--- src/rtl/vga_timing_gen_if.sv ---
// Pixel-source and DAC signal bundle for vga_timing_gen; master is the timing
// generator, slave is the frame source / DAC side.
interface vga_timing_gen_if #(
    parameter int CNT_W   = 11,
    parameter int COLOR_W = 10
);
    logic [CNT_W-1:0]   x_addr;
    logic [CNT_W-1:0]   y_addr;
    logic [COLOR_W-1:0] pix_r;
    logic [COLOR_W-1:0] pix_g;
    logic [COLOR_W-1:0] pix_b;
    logic               pix_ce;
    logic               vga_clock;
    logic [COLOR_W-1:0] vga_r;
    logic [COLOR_W-1:0] vga_g;
    logic [COLOR_W-1:0] vga_b;
    logic               vga_hs;
    logic               vga_vs;
    logic               vga_blank_n;
    logic               vga_sync_n;
    logic               line_start;
    logic               frame_start;

    modport master (
        output x_addr, y_addr, pix_ce, vga_clock,
        output vga_r, vga_g, vga_b, vga_hs, vga_vs, vga_blank_n, vga_sync_n,
        output line_start, frame_start,
        input  pix_r, pix_g, pix_b
    );

    modport slave (
        input  x_addr, y_addr, pix_ce, vga_clock,
        input  vga_r, vga_g, vga_b, vga_hs, vga_vs, vga_blank_n, vga_sync_n,
        input  line_start, frame_start,
        output pix_r, pix_g, pix_b
    );
endinterface

--- src/rtl/vga_timing_gen.sv ---
// VGA timing generator and registered DAC output stage.
// Define VGA_TIMING_SCALE2X_EN to address a half-resolution source (2x2 pixel replication).
module vga_timing_gen #(
    parameter int H_ACTIVE = 640,
    parameter int H_FP     = 16,
    parameter int H_SYNC   = 96,
    parameter int H_BP     = 48,
    parameter int V_ACTIVE = 480,
    parameter int V_FP     = 10,
    parameter int V_SYNC   = 2,
    parameter int V_BP     = 33,
    parameter int HS_POL   = 0,
    parameter int VS_POL   = 0,
    parameter int CLK_DIV  = 2,
    parameter int COLOR_W  = 10,
    parameter int CNT_W    = 11
) (
    input  logic             clock,
    input  logic             reset,
    vga_timing_gen_if.master bus
);
    localparam int H_TOTAL      = H_ACTIVE + H_FP + H_SYNC + H_BP;
    localparam int V_TOTAL      = V_ACTIVE + V_FP + V_SYNC + V_BP;
    localparam int H_SYNC_START = H_ACTIVE + H_FP;
    localparam int H_SYNC_END   = H_SYNC_START + H_SYNC;
    localparam int V_SYNC_START = V_ACTIVE + V_FP;
    localparam int V_SYNC_END   = V_SYNC_START + V_SYNC;
    localparam int DIV_W        = $clog2(CLK_DIV);
    localparam logic HS_ACT     = (HS_POL != 0);
    localparam logic VS_ACT     = (VS_POL != 0);

    logic [DIV_W-1:0] div;
    logic [CNT_W-1:0] h;
    logic [CNT_W-1:0] v;

    logic tick;
    logic h_last;
    logic v_last;
    logic active;
    logic hs_win;
    logic vs_win;

    always_comb begin
        tick   = (div == DIV_W'(CLK_DIV - 1));
        h_last = (h == CNT_W'(H_TOTAL - 1));
        v_last = (v == CNT_W'(V_TOTAL - 1));
        active = (h < CNT_W'(H_ACTIVE)) && (v < CNT_W'(V_ACTIVE));
        hs_win = (h >= CNT_W'(H_SYNC_START)) && (h < CNT_W'(H_SYNC_END));
        vs_win = (v >= CNT_W'(V_SYNC_START)) && (v < CNT_W'(V_SYNC_END));
    end

    always_ff @(posedge clock) begin
        if (reset) begin
            div <= '0;
        end else if (tick) begin
            div <= '0;
        end else begin
            div <= div + DIV_W'(1);
        end
    end

    always_ff @(posedge clock) begin
        if (reset) begin
            h <= '0;
            v <= '0;
        end else if (tick) begin
            if (h_last) begin
                h <= '0;
                v <= v_last ? '0 : v + CNT_W'(1);
            end else begin
                h <= h + CNT_W'(1);
            end
        end
    end

    // Everything below is captured from the pre-increment h/v, so the DAC lags the address by one tick.
    always_ff @(posedge clock) begin
        if (reset) begin
            bus.vga_r       <= '0;
            bus.vga_g       <= '0;
            bus.vga_b       <= '0;
            bus.vga_blank_n <= 1'b0;
            bus.vga_hs      <= ~HS_ACT;
            bus.vga_vs      <= ~VS_ACT;
        end else if (tick) begin
            bus.vga_r       <= active ? bus.pix_r : '0;
            bus.vga_g       <= active ? bus.pix_g : '0;
            bus.vga_b       <= active ? bus.pix_b : '0;
            bus.vga_blank_n <= active;
            bus.vga_hs      <= hs_win ? HS_ACT : ~HS_ACT;
            bus.vga_vs      <= vs_win ? VS_ACT : ~VS_ACT;
        end
    end

    always_comb begin
`ifdef VGA_TIMING_SCALE2X_EN
        bus.x_addr = active ? (h >> 1) : '1;
        bus.y_addr = active ? (v >> 1) : '1;
`else
        bus.x_addr = active ? h : '1;
        bus.y_addr = active ? v : '1;
`endif
        bus.pix_ce      = tick;
        bus.vga_clock   = (div >= DIV_W'(CLK_DIV / 2));
        bus.vga_sync_n  = 1'b0;
        bus.line_start  = tick && (h == '0);
        bus.frame_start = tick && (h == '0) && (v == '0);
    end
endmodule

--- src/flat_wrapper.sv ---
// flat-port wrapper written by rule: the top's interface ports become plain ports
module vga_timing_gen_flat 
#(
    parameter int H_ACTIVE = 640,
    parameter int H_FP     = 16,
    parameter int H_SYNC   = 96,
    parameter int H_BP     = 48,
    parameter int V_ACTIVE = 480,
    parameter int V_FP     = 10,
    parameter int V_SYNC   = 2,
    parameter int V_BP     = 33,
    parameter int HS_POL   = 0,
    parameter int VS_POL   = 0,
    parameter int CLK_DIV  = 2,
    parameter int COLOR_W  = 10,
    parameter int CNT_W    = 11
)
  (clock, reset, bus_x_addr, bus_y_addr, bus_pix_ce, bus_vga_clock, bus_vga_r, bus_vga_g, bus_vga_b, bus_vga_hs, bus_vga_vs, bus_vga_blank_n, bus_vga_sync_n, bus_line_start, bus_frame_start, bus_pix_r, bus_pix_g, bus_pix_b);
  vga_timing_gen_if #(.CNT_W(CNT_W), .COLOR_W(COLOR_W)) bus_i ();
  input  logic clock;
  input  logic reset;
  output wire logic [$bits(bus_i.x_addr)-1:0] bus_x_addr;
  output wire logic [$bits(bus_i.y_addr)-1:0] bus_y_addr;
  output wire logic [$bits(bus_i.pix_ce)-1:0] bus_pix_ce;
  output wire logic [$bits(bus_i.vga_clock)-1:0] bus_vga_clock;
  output wire logic [$bits(bus_i.vga_r)-1:0] bus_vga_r;
  output wire logic [$bits(bus_i.vga_g)-1:0] bus_vga_g;
  output wire logic [$bits(bus_i.vga_b)-1:0] bus_vga_b;
  output wire logic [$bits(bus_i.vga_hs)-1:0] bus_vga_hs;
  output wire logic [$bits(bus_i.vga_vs)-1:0] bus_vga_vs;
  output wire logic [$bits(bus_i.vga_blank_n)-1:0] bus_vga_blank_n;
  output wire logic [$bits(bus_i.vga_sync_n)-1:0] bus_vga_sync_n;
  output wire logic [$bits(bus_i.line_start)-1:0] bus_line_start;
  output wire logic [$bits(bus_i.frame_start)-1:0] bus_frame_start;
  input wire logic [$bits(bus_i.pix_r)-1:0] bus_pix_r;
  input wire logic [$bits(bus_i.pix_g)-1:0] bus_pix_g;
  input wire logic [$bits(bus_i.pix_b)-1:0] bus_pix_b;
  assign bus_x_addr = bus_i.x_addr;
  assign bus_y_addr = bus_i.y_addr;
  assign bus_pix_ce = bus_i.pix_ce;
  assign bus_vga_clock = bus_i.vga_clock;
  assign bus_vga_r = bus_i.vga_r;
  assign bus_vga_g = bus_i.vga_g;
  assign bus_vga_b = bus_i.vga_b;
  assign bus_vga_hs = bus_i.vga_hs;
  assign bus_vga_vs = bus_i.vga_vs;
  assign bus_vga_blank_n = bus_i.vga_blank_n;
  assign bus_vga_sync_n = bus_i.vga_sync_n;
  assign bus_line_start = bus_i.line_start;
  assign bus_frame_start = bus_i.frame_start;
  assign bus_i.pix_r = bus_pix_r;
  assign bus_i.pix_g = bus_pix_g;
  assign bus_i.pix_b = bus_pix_b;
  vga_timing_gen #(.H_ACTIVE(H_ACTIVE), .H_FP(H_FP), .H_SYNC(H_SYNC), .H_BP(H_BP), .V_ACTIVE(V_ACTIVE), .V_FP(V_FP), .V_SYNC(V_SYNC), .V_BP(V_BP), .HS_POL(HS_POL), .VS_POL(VS_POL), .CLK_DIV(CLK_DIV), .COLOR_W(COLOR_W), .CNT_W(CNT_W)) u_core (.clock(clock), .reset(reset), .bus(bus_i));
endmodule
--- config.mk ---
export PLATFORM = sky130hd
export DESIGN_NAME = vga_timing_gen_flat
export DESIGN_NICKNAME = d
export VERILOG_FILES = /design/src/rtl/vga_timing_gen_if.sv /design/src/rtl/vga_timing_gen.sv /design/src/flat_wrapper.sv
export SDC_FILE = /design/constraint.sdc
export NUM_CORES = 1
export LEC_CHECK = 0
export CAP_MARGIN = 20
export CORE_ASPECT_RATIO = 0.6
export CORE_MARGIN = 8
export CORE_UTILIZATION = 39
export DETAILED_ROUTE_END_ITERATION = 16
export GPL_ROUTABILITY_DRIVEN = 0
export GPL_TIMING_DRIVEN = 1
export PLACE_DENSITY = 0.82
export SLEW_MARGIN = 20
export SYNTH_ARGS = -nofsm -noshare
export SYNTH_HDL_FRONTEND = slang
export SYNTH_SLANG_ARGS = --single-unit
--- constraint.sdc ---
create_clock -name clock -period 2.4 [get_ports clock]
set_input_delay 0.48 -clock clock [delete_from_list [all_inputs] [get_ports clock]]
set_output_delay 0.48 -clock clock [all_outputs]
set_load 0.005 [all_outputs]
==> reports/metrics.csv <==
metric,value,unit
status,"complete, no violations",
GRT overflow,0,
Post-synth ARST share,0,
# DRC,0,
Clock Skew,0.00915,ns
largest cells by area after synthesis,"dfxtp_1 46%, a22o_1 11%, or2_2 3.8%",
most numerous cell in the Yosys netlist,dfxtp_1,
critical path class,reg -> out,
"EDFF count, synth",0,
setup TNS,0,ns
Post-synth top cells,"56 x dfxtp_1, 30 x a22o_1, 18 x nand3_1",
main combinational cell family by area after synthesis,simple AND/OR/NAND/NOR gates,
final setup fails,0,
Multi-input gate area,1250,um^2
via count,2419,
adder-cell share of the synthesized area,0.0204,
Leak,0.00143,uW
Die H,77.4,um
CTS tree,built,
layout cell share with drive strength beyond 1,0.169,
vias in the first global route,2335,
Pint,1320,uW
crit path launch type,register,
CTS buffer count,5,
Slew headroom,0.510,
Core Region,6080,um^2
Via-to-Cell Ratio,5.51,
Final Cell Area,3630,um^2
total of max-cap violations,0,
port buffer count,90,
crit share post-route,0.994,
DRT Pass-1 Iters,4,
synthesis-stage register bit count,56,
I/O pin total,92,
CP max FO,8,
Worst Hold Class,reg -> reg,
Syn. warnings,0,
Detail Route Antenna Nets,0,
Switching Share,0.242,
Routed WL per cell,16.8,um
Syn Std Cell Area,2450,um^2
WL final,7360,um
f_max,419,MHz
largest net degree at the start of global routing,33,
maximum vdd drop,0.273,mV
GRT Total Usage,0.157,
register area share after synthesis,0.458,
NetSw,421,uW
root buffer cell,clkbuf_8,
XOR/XNOR Fraction of Synth Area,0.0429,
syn_nets,296,
Synth Area in Simple Gates,0.262,
top-area cell type share of the netlist area,0.458,
CTS max path bufs,2,
clk_lat worst skew,0.31,ns
HPWL Detailed,5490,um
Tot Pwr,1740,uW
hold slack,0.466,ns
initial DRC count,218,
RSZ-0062 raised after global routing,yes,
cells after synthesis,260,
H-tree depth,2,
first-pass GRT wire length,12000,um
clock power share,0.304,
Slew Limit Fails,0,
number of clock sinks,56,
die area,9150,um^2
Mean Syn Cell Area,9.41,um^2
Worst-path clk slew,0.10,ns
Power per Cell Area,478,nW/um^2
fin crit period,2.38,ns
Diodes inserted,0,
NumNets Final,390,
ys flop type,dfxtp_1,
Critical Path RT,1.92,ns
"Distinct cells, synth",42,
Final Hold Vio Count,0,
Reg power frac,0.567,
register area,1120,um^2
Area growth syn-to-layout,48.5,%
CP endpoint kind,primary output,
Initial Util,0.402,
leading area contributor after synthesis,dfxtp_1,
Worst Max-Slew Pin Slew,0.733,ns
Filler Cells Inserted,533,
Synth Area in Compound Gates,0.162,
row cnt,22,
multiplexer share of the synthesized area,0,
crit path DAT,1.90,ns
initial antenna violation count,0,
Chip Width,118,um
combinational power share,0.129,
DP Area,3470,um^2
-- timing repair --
action,4_1_cts,5_1_grt
gates cloned,0,0
hold buffers,0,0
endpoints found under the setup margin,13,20
buffers inserted,2,2
hold endpoints to repair,0,0
pin swaps,2,1
resized for setup,11,3
-- metrics by stage --
stage          setup WS, ns  instances  utilization
5_1_grt             -0.0523        439        0.597
6_report             0.0151        439        0.597
4_1_cts              0.0168        437        0.593
2_1_floorplan         0.435        260            -
3_3_place_gp          0.153        427        0.570
3_5_place_dp         0.0563        427        0.571
-- area by class of cell --
type / count / area share
clock buffer: 5 / 0.0189
clock inverter: 3 / 0.00585
inverter: 6 / 0.00620
multi-input combinational: 176 / 0.343
sequential: 56 / 0.309
tap: 84 / 0.0289
timing repair buffer: 109 / 0.288
-- cells by family after synthesis --
logic type               count (synthesis)
AO/OA/AOI/OAI                           53
XOR/XNOR                                12
adder cells (fa/ha/maj)                  4
buffers and inverters                   28
flip-flops                              56
other                                    1
AND/OR/NAND/NOR                        106
-- flip-flops by register name (all words and copies together) (netlist names) --
| name | cells |
|---|---|
| u_core.v | 11 |
| u_core.bus.vga_r | 10 |
| u_core.h | 11 |
| u_core.bus.vga_hs | 1 |
| u_core.bus.pix_ce | 1 |
| u_core.bus.vga_b | 10 |
| u_core.bus.vga_g | 10 |
| u_core.bus.vga_blank_n | 1 |
| u_core.bus.vga_vs | 1 |
-- path summary, 6_finish.rpt --
path                            slack [ns]  cells past startpoint                                start                                  end
worst max-delay path                  0.02                      5             u_core.h[7]$_SDFFE_PP0P_                        bus_y_addr[7]
worst min-delay path                  0.47                      1  u_core.bus.vga_blank_n$_SDFFE_PP0P_  u_core.bus.vga_blank_n$_SDFFE_PP0P_
worst max register to register        0.24                      4             u_core.h[4]$_SDFFE_PP0P_             u_core.v[7]$_SDFFE_PP0P_
worst min register to register        0.47                      1  u_core.bus.vga_blank_n$_SDFFE_PP0P_  u_core.bus.vga_blank_n$_SDFFE_PP0P_
-- layer usage --
| metal | track usage | part of all wire |
|---|---|---|
| met1 | 0.203 | 0.45 |
| met2 | 0.240 | 0.44 |
| met3 | 0.0564 | 0.10 |
| met4 | 0.0470 | 0.011 |
| met5 | 0 | 0 |
-- layout by cell type, fill, tap and decap left out, drive strengths merged, types with 6 or more instances in the layout --
cell and count:
inv 7, xnor2 6, clkdlybuf4s50 89, or2 15, a21oi 12, nand3 18
xor2 6, nand4 11, dfxtp 56, nor3 14, nand2 8, buf 19
a22o 30, nor2 11
-- critical path: stages, from the launching register on --
cell	delay, ns
dfxtp_1	0.36
o21ai_2	0.23
buf_4	0.19
nand2_1	0.08
or2_2	0.28
clkdlybuf4s50_1	0.46
-- power by group through the flow --
stage	Clock, uW	Combinational [uW]	Sequential (uW)
after floorplan	0	71.6	1010
after global placement	0	224	1000
after detailed placement	0	227	1010
after CTS	546	228	986
after global routing	591	244	991
final	528	225	986
Note: power is estimated with default switching activity, not from simulation.
